**src/rtl/m_level.sv**
```systemverilog
`default_nettype none
// +--------------------------------------------------------------------------+
// | Module  : m_level                                                        |
// | Brief   : Pipeline memory stage. Latches E-stage results, runs byte/half/ |
// |           word loads and stores over a req/ready port, stalls the pipe   |
// |           while an access is outstanding, and publishes M-stage          |
// |           forwarding info. Optional macro ALIGN_EXC_EN adds misaligned-  |
// |           address exceptions (M_AdEL / M_AdES).                          |
// | Revision: 1.0 - initial release                                          |
// +--------------------------------------------------------------------------+
module m_level #(
    parameter int ADDR_BITS = 32
) (
    input  logic                 Clk,
    input  logic                 Rst,
    input  logic                 Reg_Rst,
    input  logic                 We,
    input  logic [31:0]          IR_in,
    input  logic [31:0]          PC_in,
    input  logic [31:0]          Y_in,
    input  logic [31:0]          V2_in,
    input  logic [4:0]           W_RFA3_in,
    input  logic [31:0]          W_RFWD_in,
    input  logic                 W_RFWr_in,
    input  logic                 W_Forward_Ready_in,
    output logic                 mem_req,
    output logic                 mem_we,
    output logic [ADDR_BITS-1:0] mem_addr,
    output logic [3:0]           mem_be,
    output logic [31:0]          mem_wdata,
    input  logic [31:0]          mem_rdata,
    input  logic                 mem_ready,
    output logic [31:0]          IR_out,
    output logic [31:0]          PC_out,
    output logic [31:0]          Y_out,
    output logic [31:0]          DR_out,
    output logic                 M_Stall,
    output logic [4:0]           M_RFA3_out,
    output logic [31:0]          M_RFWD_out,
    output logic                 M_RFWr_out,
    output logic                 M_Forward_Ready_out
`ifdef ALIGN_EXC_EN
    ,
    output logic                 M_AdEL,
    output logic                 M_AdES
`endif
);

    typedef enum logic [1:0] {
        S_IDLE = 2'd0,
        S_BUSY = 2'd1,
        S_DONE = 2'd2
    } state_t;

    localparam logic [5:0] c_OP_SPECIAL = 6'h00;
    localparam logic [5:0] c_OP_REGIMM  = 6'h01;
    localparam logic [5:0] c_OP_JAL     = 6'h03;
    localparam logic [5:0] c_OP_LB      = 6'h20;
    localparam logic [5:0] c_OP_LH      = 6'h21;
    localparam logic [5:0] c_OP_LW      = 6'h23;
    localparam logic [5:0] c_OP_LBU     = 6'h24;
    localparam logic [5:0] c_OP_LHU     = 6'h25;
    localparam logic [5:0] c_OP_SB      = 6'h28;
    localparam logic [5:0] c_OP_SH      = 6'h29;
    localparam logic [5:0] c_OP_SW      = 6'h2B;
    localparam logic [5:0] c_FN_JALR    = 6'h09;

    state_t      r_state;
    logic [31:0] r_ir;
    logic [31:0] r_pc;
    logic [31:0] r_y;
    logic [31:0] r_v2;
    logic [31:0] r_dr;

    logic [5:0]  w_op;
    logic [5:0]  w_funct;
    logic [4:0]  w_rt;
    logic [4:0]  w_rd;
    logic [1:0]  w_a;
    logic        w_is_lb, w_is_lbu, w_is_lh, w_is_lhu, w_is_lw;
    logic        w_is_sb, w_is_sh, w_is_sw;
    logic        w_is_load, w_is_store, w_is_mem;
    logic        w_is_byte, w_is_half, w_is_word;
    logic        w_misal;
    logic        w_access;
    logic        w_wr_rt, w_wr_rd, w_wr_31, w_is_link;
    logic        w_rfwr;
    logic [31:0] w_fwd_rt;
    logic [31:0] w_st_src;
    logic [3:0]  w_be;
    logic [31:0] w_wdata;
    logic [7:0]  w_byte;
    logic [15:0] w_half;
    logic [31:0] w_load_val;
    logic        w_unused_ok;

    assign w_op    = r_ir[31:26];
    assign w_funct = r_ir[5:0];
    assign w_rt    = r_ir[20:16];
    assign w_rd    = r_ir[15:11];
    assign w_a     = r_y[1:0];

    assign w_is_lb  = (w_op == c_OP_LB);
    assign w_is_lbu = (w_op == c_OP_LBU);
    assign w_is_lh  = (w_op == c_OP_LH);
    assign w_is_lhu = (w_op == c_OP_LHU);
    assign w_is_lw  = (w_op == c_OP_LW);
    assign w_is_sb  = (w_op == c_OP_SB);
    assign w_is_sh  = (w_op == c_OP_SH);
    assign w_is_sw  = (w_op == c_OP_SW);

    assign w_is_load  = w_is_lb | w_is_lbu | w_is_lh | w_is_lhu | w_is_lw;
    assign w_is_store = w_is_sb | w_is_sh | w_is_sw;
    assign w_is_mem   = w_is_load | w_is_store;
    assign w_is_byte  = w_is_lb | w_is_lbu | w_is_sb;
    assign w_is_half  = w_is_lh | w_is_lhu | w_is_sh;
    assign w_is_word  = w_is_lw | w_is_sw;

`ifdef ALIGN_EXC_EN
    assign w_misal = (w_is_half & w_a[0]) | (w_is_word & (w_a != 2'b00));
`else
    // Without exceptions the low bits are simply dropped: lanes below only
    // look at a[1] for halves and ignore a entirely for words.
    assign w_misal = 1'b0;
`endif

    assign w_access = w_is_mem & ~w_misal;

    assign mem_req = ((r_state == S_IDLE) & w_access) | (r_state == S_BUSY);
    assign M_Stall = ((r_state == S_IDLE) & w_is_mem) | (r_state == S_BUSY);

    // Destination-register decode mirrors the control unit's RFA3/RFWr select.
    always_comb begin
        w_wr_rt = 1'b0;
        w_wr_rd = 1'b0;
        w_wr_31 = 1'b0;
        case (w_op)
            c_OP_SPECIAL: begin
                case (w_funct)
                    6'h00, 6'h02, 6'h03, 6'h04, 6'h06, 6'h07,
                    c_FN_JALR, 6'h10, 6'h12,
                    6'h20, 6'h21, 6'h22, 6'h23, 6'h24, 6'h25, 6'h26, 6'h27,
                    6'h2A, 6'h2B: w_wr_rd = 1'b1;
                    default:      w_wr_rd = 1'b0;
                endcase
            end
            c_OP_REGIMM: w_wr_31 = (w_rt == 5'h10) | (w_rt == 5'h11);
            c_OP_JAL:    w_wr_31 = 1'b1;
            6'h08, 6'h09, 6'h0A, 6'h0B, 6'h0C, 6'h0D, 6'h0E, 6'h0F:
                         w_wr_rt = 1'b1;
            default:     w_wr_rt = w_is_load;
        endcase
    end

    assign w_is_link = w_wr_31 | (w_wr_rd & (w_funct == c_FN_JALR));
    assign w_rfwr    = (w_wr_rt | w_wr_rd | w_wr_31) & ~w_misal;

    assign M_RFA3_out          = w_wr_rd ? w_rd : (w_wr_rt ? w_rt : (w_wr_31 ? 5'd31 : 5'd0));
    assign M_RFWD_out          = w_is_link ? (r_pc + 32'd8) : r_y;
    assign M_RFWr_out          = w_rfwr;
    assign M_Forward_Ready_out = w_rfwr & ~w_is_load;

    assign w_fwd_rt = (w_rt == 5'd0) ? 32'd0 :
                      ((w_rt == W_RFA3_in) & W_RFWr_in & W_Forward_Ready_in) ? W_RFWD_in :
                      r_v2;

    // In the first cycle the live forward is used; afterwards the latched copy,
    // since the W stage will have moved on by then.
    assign w_st_src = (r_state == S_IDLE) ? w_fwd_rt : r_v2;

    always_comb begin
        w_be    = 4'b0000;
        w_wdata = 32'd0;
        if (w_is_byte) begin
            w_be = 4'b0001 << w_a;
        end else if (w_is_half) begin
            w_be = 4'b0011 << {w_a[1], 1'b0};
        end else if (w_is_word) begin
            w_be = 4'hF;
        end
        if (w_is_sb) begin
            w_wdata = {4{w_st_src[7:0]}};
        end else if (w_is_sh) begin
            w_wdata = {2{w_st_src[15:0]}};
        end else if (w_is_sw) begin
            w_wdata = w_st_src;
        end
    end

    assign mem_we    = mem_req & w_is_store;
    assign mem_be    = mem_req ? w_be : 4'b0000;
    assign mem_wdata = mem_we ? w_wdata : 32'd0;
    assign mem_addr  = mem_req ? {r_y[ADDR_BITS-1:2], 2'b00} : '0;

    always_comb begin
        w_byte     = 8'h00;
        w_load_val = 32'd0;
        case (w_a)
            2'd0:    w_byte = mem_rdata[7:0];
            2'd1:    w_byte = mem_rdata[15:8];
            2'd2:    w_byte = mem_rdata[23:16];
            default: w_byte = mem_rdata[31:24];
        endcase
        w_half = w_a[1] ? mem_rdata[31:16] : mem_rdata[15:0];
        if (w_is_lb) begin
            w_load_val = {{24{w_byte[7]}}, w_byte};
        end else if (w_is_lbu) begin
            w_load_val = {24'd0, w_byte};
        end else if (w_is_lh) begin
            w_load_val = {{16{w_half[15]}}, w_half};
        end else if (w_is_lhu) begin
            w_load_val = {16'd0, w_half};
        end else if (w_is_lw) begin
            w_load_val = mem_rdata;
        end
    end

    always_ff @(posedge Clk) begin
        if (Rst || Reg_Rst) begin
            r_ir <= 32'd0;
            r_pc <= 32'd0;
            r_y  <= 32'd0;
            r_v2 <= 32'd0;
        end else if (We) begin
            r_ir <= IR_in;
            r_pc <= PC_in;
            r_y  <= Y_in;
            r_v2 <= V2_in;
        end else if ((r_state == S_IDLE) && w_is_store) begin
            r_v2 <= w_fwd_rt;
        end
    end

`ifdef ALIGN_EXC_EN
    logic r_adel;
    logic r_ades;
`endif

    always_ff @(posedge Clk) begin
        if (Rst || Reg_Rst) begin
            r_state <= S_IDLE;
            r_dr    <= 32'd0;
`ifdef ALIGN_EXC_EN
            r_adel  <= 1'b0;
            r_ades  <= 1'b0;
`endif
        end else begin
            case (r_state)
                S_IDLE: begin
                    if (w_is_mem) begin
                        if (w_misal) begin
                            r_state <= S_DONE;
`ifdef ALIGN_EXC_EN
                            r_adel  <= w_is_load;
                            r_ades  <= w_is_store;
`endif
                        end else if (mem_ready) begin
                            r_state <= S_DONE;
                            r_dr    <= w_load_val;
                        end else begin
                            r_state <= S_BUSY;
                        end
                    end
                end
                S_BUSY: begin
                    if (mem_ready) begin
                        r_state <= S_DONE;
                        r_dr    <= w_load_val;
                    end
                end
                S_DONE: begin
                    // Hold the result until the hazard unit lets the pipe advance.
                    if (We) begin
                        r_state <= S_IDLE;
                        r_dr    <= 32'd0;
`ifdef ALIGN_EXC_EN
                        r_adel  <= 1'b0;
                        r_ades  <= 1'b0;
`endif
                    end
                end
                default: begin
                    r_state <= S_IDLE;
                    r_dr    <= 32'd0;
                end
            endcase
        end
    end

`ifdef ALIGN_EXC_EN
    assign M_AdEL = r_adel;
    assign M_AdES = r_ades;
`endif

    assign IR_out = r_ir;
    assign PC_out = r_pc;
    assign Y_out  = r_y;
    assign DR_out = r_dr;

    assign w_unused_ok = ^{r_ir[25:21], r_ir[10:6], r_y};

endmodule
`default_nettype wire

```
**config.mk**
```make
export PLATFORM = sky130hd
export DESIGN_NAME = m_level
export DESIGN_NICKNAME = d
export VERILOG_FILES = /design/src/rtl/m_level.sv
export SDC_FILE = /design/constraint.sdc
export NUM_CORES = 1
export LEC_CHECK = 0
export ABC_AREA = 1
export CAP_MARGIN = 10
export CORE_AREA = 4 4 169 171
export CTS_BUF_LIST = sky130_fd_sc_hd__clkbuf_4
export CTS_CLUSTER_DIAMETER = 120
export DETAILED_ROUTE_END_ITERATION = 6
export DIE_AREA = 0 0 173 175
export PLACE_DENSITY_LB_ADDON = 0.05
export SYNTH_ARGS = -nofsm -noshare
export SYNTH_HDL_FRONTEND = slang
export SYNTH_SLANG_ARGS = --single-unit
```
**constraint.sdc**
```tcl
create_clock -name Clk -period 3.3 [get_ports Clk]
set_clock_uncertainty 0.15 [all_clocks]
set_input_delay 0.66 -clock Clk [delete_from_list [all_inputs] [get_ports Clk]]
set_output_delay 0.66 -clock Clk [all_outputs]
set_load 0.02 [all_outputs]
```
==> parameters.txt, run 1 <==
Parameter                              Value

Run status
  Run status ... finished, violations left
  Violated checks ... design-rule violations, negative setup slack

Synthesis
  Netlist area before placement ... 10080 µm²
  Most used flip-flop cell after synthesis ... sky130_fd_sc_hd__dfxtp_1
  Seq/Total Area, Yosys ... 0.3237
  Synthesized area per cell ... 6.084 µm²
  Register bit total from synthesis ... 163
  Number of flops mapped to enable cells by yosys ... 0
  Number of warnings printed during yosys synthesis ... 0
  Number of distinct library cells after synthesis ... 47
  Number of instances in the synthesized netlist ... 1657
  Proportion of synthesized flip-flops having asynchronous set or reset ... 0

Floorplan
  Area enclosed by the die boundary ... 30280 µm²
  Effective utilization at floorplan ... 0.3751
  Number of primary I/O pins ... 442
  Horizontal die dimension ... 173 µm
  Die Height ... 175 µm
  Floorplan Core Area ... 26880 µm²
  Floorplan row count ... 60

Critical path
  Data arrival time at the worst-slack endpoint ... 2520 ps
  Startpoint kind of the worst setup timing path ... flip-flop
  Worst flop-to-flop path startpoint ... Y_out[0]$_SDFFE_PN0P_
  Biggest fanout along the worst timing path ... 8
  Slack of the worst reg-to-reg path ... 950 ps
  Depth of the worst register-to-register path ... 9
  Kind of critical path ... reg -> out
  CP Data Required Time ... 2490 ps
  Terminus of the critical flop-to-flop path ... DR_out[12]$_SDFFE_PN0P_
  Worst Setup End Kind ... output port

Detailed routing
  Met3 Routed Length ... 4.281 mm
  Average vias per placed instance ... 5.197
  Total length of routed met2 wires ... 23.78 mm
  Residual DRC count ... 4
  Top metal layer carrying routed signals ... met4
  Remaining number of nets flagged by the antenna check after routing ... 0
  Violation count after the first detailed-route iteration ... 1214
  First-pass detailed-route iteration total ... 7
  Via count ... 13100
  Average wire per standard cell ... 19.39 µm
  DRT Wirelength ... 48.89 mm
  Routed met1 length ... 19.05 mm

Timing
  Slew @ Worst Pin ... 589.8 ps
  Worst setup margin ... -29.98 ps
  Max transition margin ... 0.6063
  Post-layout min period ... 3330 ps
  Number of setup violations in the final report ... 3
  Final Cycle Share ... 1.009
  Final Slew Violations ... 0
  Final TNS setup ... -44.72 ps
  RSZ-0062 raised after global routing ... true
  Highest achievable clock rate ... 300.3 MHz
  Number of hold violations in the final report ... 0

Place
  Post-DP HPWL ... 35.08 mm
  Placer Congestion ... 0.9572
  Dpl cell area ... 15210 µm²
  Worst-case setup slack after placement ... -581.8 ps
  Port Buffer Count ... 439

Job
  Total of max-cap violations ... 0

CTS
  TritonCTS clock tree ... built
  Number of CTS-inserted buffers ... 17
  Clock latency reported for the late side of the worst-skew pair ... 590 ps
  Clock sink count ... 163
  CTS root buf ... sky130_fd_sc_hd__clkbuf_4
  Maximum clock insertion buffer count ... 2
  CTS HTree Levels ... 4
  Clock-pin slew reported for the worst setup and hold paths after clock tree synthesis ... 170 ps
  Number of buffers added to fix hold violations after cts ... 0

Finish
  Share of final-layout standard cells stronger than drive strength 1 ... 0.2243
  Nets ... 2368
  Most frequent cells in the layout ... sky130_fd_sc_hd__nand2_1 (340), sky130_fd_sc_hd__clkdlybuf4s50_1 (323), sky130_fd_sc_hd__nor2_1 (187)
  Final-layout fill cell count ... 2619
  Layout Utilization ... 0.6181
  Post-route cell area ... 16610 µm²
  Most common cell after layout, fill and taps aside ... sky130_fd_sc_hd__nand2_1
  Synth-to-layout area growth ... 64.78%

Pwr
  Internal Dissipation ... 2901 µW
  Net switching component of the power ... 1570 µW
  Static Leak ... 0.007461 µW
  Share of total power in combinational logic ... 0.261
  Portion of total power attributed to sequential cells ... 0.466
  Share of power burned in the clock network ... 0.274
  Peak supply drop ... 0.0001800 V
  Net Sw Frac ... 0.3512
  Cell Pwr Density ... 269.2 nW/µm²

Global route
  Wire length of the first global-routing pass ... 73.23 mm
  Number of antenna violations at the first check in global routing ... 4
  Overall track demand over capacity in global routing ... 0.3025
  Congestion Overflow GR ... 0
  Number of global-route vias before repair ... 12610
  Maximum number of pins on one net before global-route repair ... 94

Min path
  Worst hold path cell count ... 2
  Hold WC Path Type ... reg -> reg
  Min-Delay Startpoint ... IR_out[10]$_SDFFE_PN0P_
  Endpoint of the worst hold-timing path ... IR_out[10]$_SDFFE_PN0P_
[kinds of logic after synthesis]
logic type | count (synthesis) | synth area share
simple gates | 775 | 0.3272
compound gates | 415 | 0.2170
buf+inv | 285 | 0.1158
flops | 163 | 0.3237
xor+xnor | 17 | 0.01477
fa+ha+maj | 1 | 0.001241
other cells | 1 | 0.0003720
[registers in the layout, summed over array words and instances, names as in the netlist, named ones only]
register	flops
Y_out	32
PC_out	32
IR_out	32
r_v2	32
DR_out	32
r_state	2
[layer usage]
metal | vias up | track usage
met5 | - | 0
met4 | 0 | 0.1131
met3 | 109 | 0.08892
met2 | 603 | 0.5175
met1 | 5992 | 0.3605
li1 | 6397 | -
[how the worst max path moves through the flow]
stage / from / endpoint / cells after the start
3_3_place_gp: W_RFA3_in[3] / mem_wdata[27] / 16
6_report: IR_out[26]$_SDFFE_PN0P_ / M_RFWD_out[31] / 13
5_1_grt: PC_out[4]$_SDFFE_PN0P_ / M_RFWD_out[31] / 11
4_1_cts: IR_out[20]$_SDFFE_PN0P_ / mem_wdata[24] / 16
2_1_floorplan: W_RFA3_in[3] / mem_wdata[26] / 13
3_5_place_dp: W_RFA3_in[3] / mem_wdata[27] / 16
[power by group through the flow]
stage	clock, µW	sequential, µW	combinational (µW)
finish	1220	2080	1170
global route	1330	2090	1250
CTS	1240	2080	1090
detailed placement	0	2120	1080
global placement	0	2120	1080
floorplan	0	2180	424
[critical path, cell delays in order (launching register included)]
cell	delay (ps)
sky130_fd_sc_hd__dfxtp_4	420
sky130_fd_sc_hd__inv_4	40
sky130_fd_sc_hd__nor2_4	170
sky130_fd_sc_hd__inv_2	80
sky130_fd_sc_hd__nor3_2	180
sky130_fd_sc_hd__nand3_1	130
sky130_fd_sc_hd__nand2_2	120
sky130_fd_sc_hd__inv_4	50
sky130_fd_sc_hd__nand2_8	120
sky130_fd_sc_hd__buf_12	130
sky130_fd_sc_hd__buf_16	120
sky130_fd_sc_hd__nand2_1	70
sky130_fd_sc_hd__o21ai_0	90
sky130_fd_sc_hd__buf_2	200
[layout make-up]
type / count / area (µm²) / area share
Tap cell: 341 / 426.7 / 0.02569
Clock buffer: 18 / 135.1 / 0.008135
Inverter: 183 / 719.4 / 0.04331
Multi-Input combinational cell: 1211 / 6365 / 0.3832
Clock inverter: 14 / 120.1 / 0.007231
Antenna cell: 4 / 10.01 / 0.0006026
Timing Repair Buffer: 587 / 5525 / 0.3326
Sequential cell: 163 / 3309 / 0.1992
[metrics by stage]
stage                     instances  hold slack [ps]  total power [µW]
after floorplan                1658            330.4              2601
after global placement         2429            299.1              3202
after detailed placement       2429            301.9              3203
after CTS                      2484            300.0              4418
after global routing           2521            336.0              4665
final                          2521            322.5              4471
[synth_stat cells, types with 11 or more instances]
master / number / share of area
sky130_fd_sc_hd__nand2_1: 400 / 0.15
sky130_fd_sc_hd__nor2_1: 209 / 0.078
sky130_fd_sc_hd__o21ai_0: 197 / 0.098
sky130_fd_sc_hd__inv_1: 165 / 0.061
sky130_fd_sc_hd__dfxtp_1: 163 / 0.32
sky130_fd_sc_hd__a21oi_1: 160 / 0.079
sky130_fd_sc_hd__nand3_1: 64 / 0.032
sky130_fd_sc_hd__clkbuf_1: 44 / 0.016
sky130_fd_sc_hd__buf_2: 41 / 0.020
sky130_fd_sc_hd__nand4_1: 33 / 0.020
sky130_fd_sc_hd__nor3_1: 32 / 0.016
sky130_fd_sc_hd__inv_2: 13 / 0.0048
sky130_fd_sc_hd__o21ai_1: 12 / 0.0060
sky130_fd_sc_hd__a31oi_1: 11 / 0.0068
sky130_fd_sc_hd__o21a_1: 11 / 0.0082
[repair_timing]
action | in CTS | in global routing
setup endpoints to repair | 108 | 106
buffers inserted | 18 | 34
pin swaps | 18 | 58
cloned | 5 | 1
gates resized for setup | 430 | 312
Power figures use the tool's default switching activity.
==> inputs of run 2 (changes only) <==
--- a/config.mk
+++ b/config.mk
@@ -6,7 +6,6 @@
 export NUM_CORES = 1
 export LEC_CHECK = 0
 export ABC_AREA = 1
-export CAP_MARGIN = 10
 export CORE_AREA = 4 4 169 171
 export CTS_BUF_LIST = sky130_fd_sc_hd__clkbuf_4
 export CTS_CLUSTER_DIAMETER = 120
==> results of run 2 <==
Same layout as run 1: the final DEF is identical, and so are final timing and power.
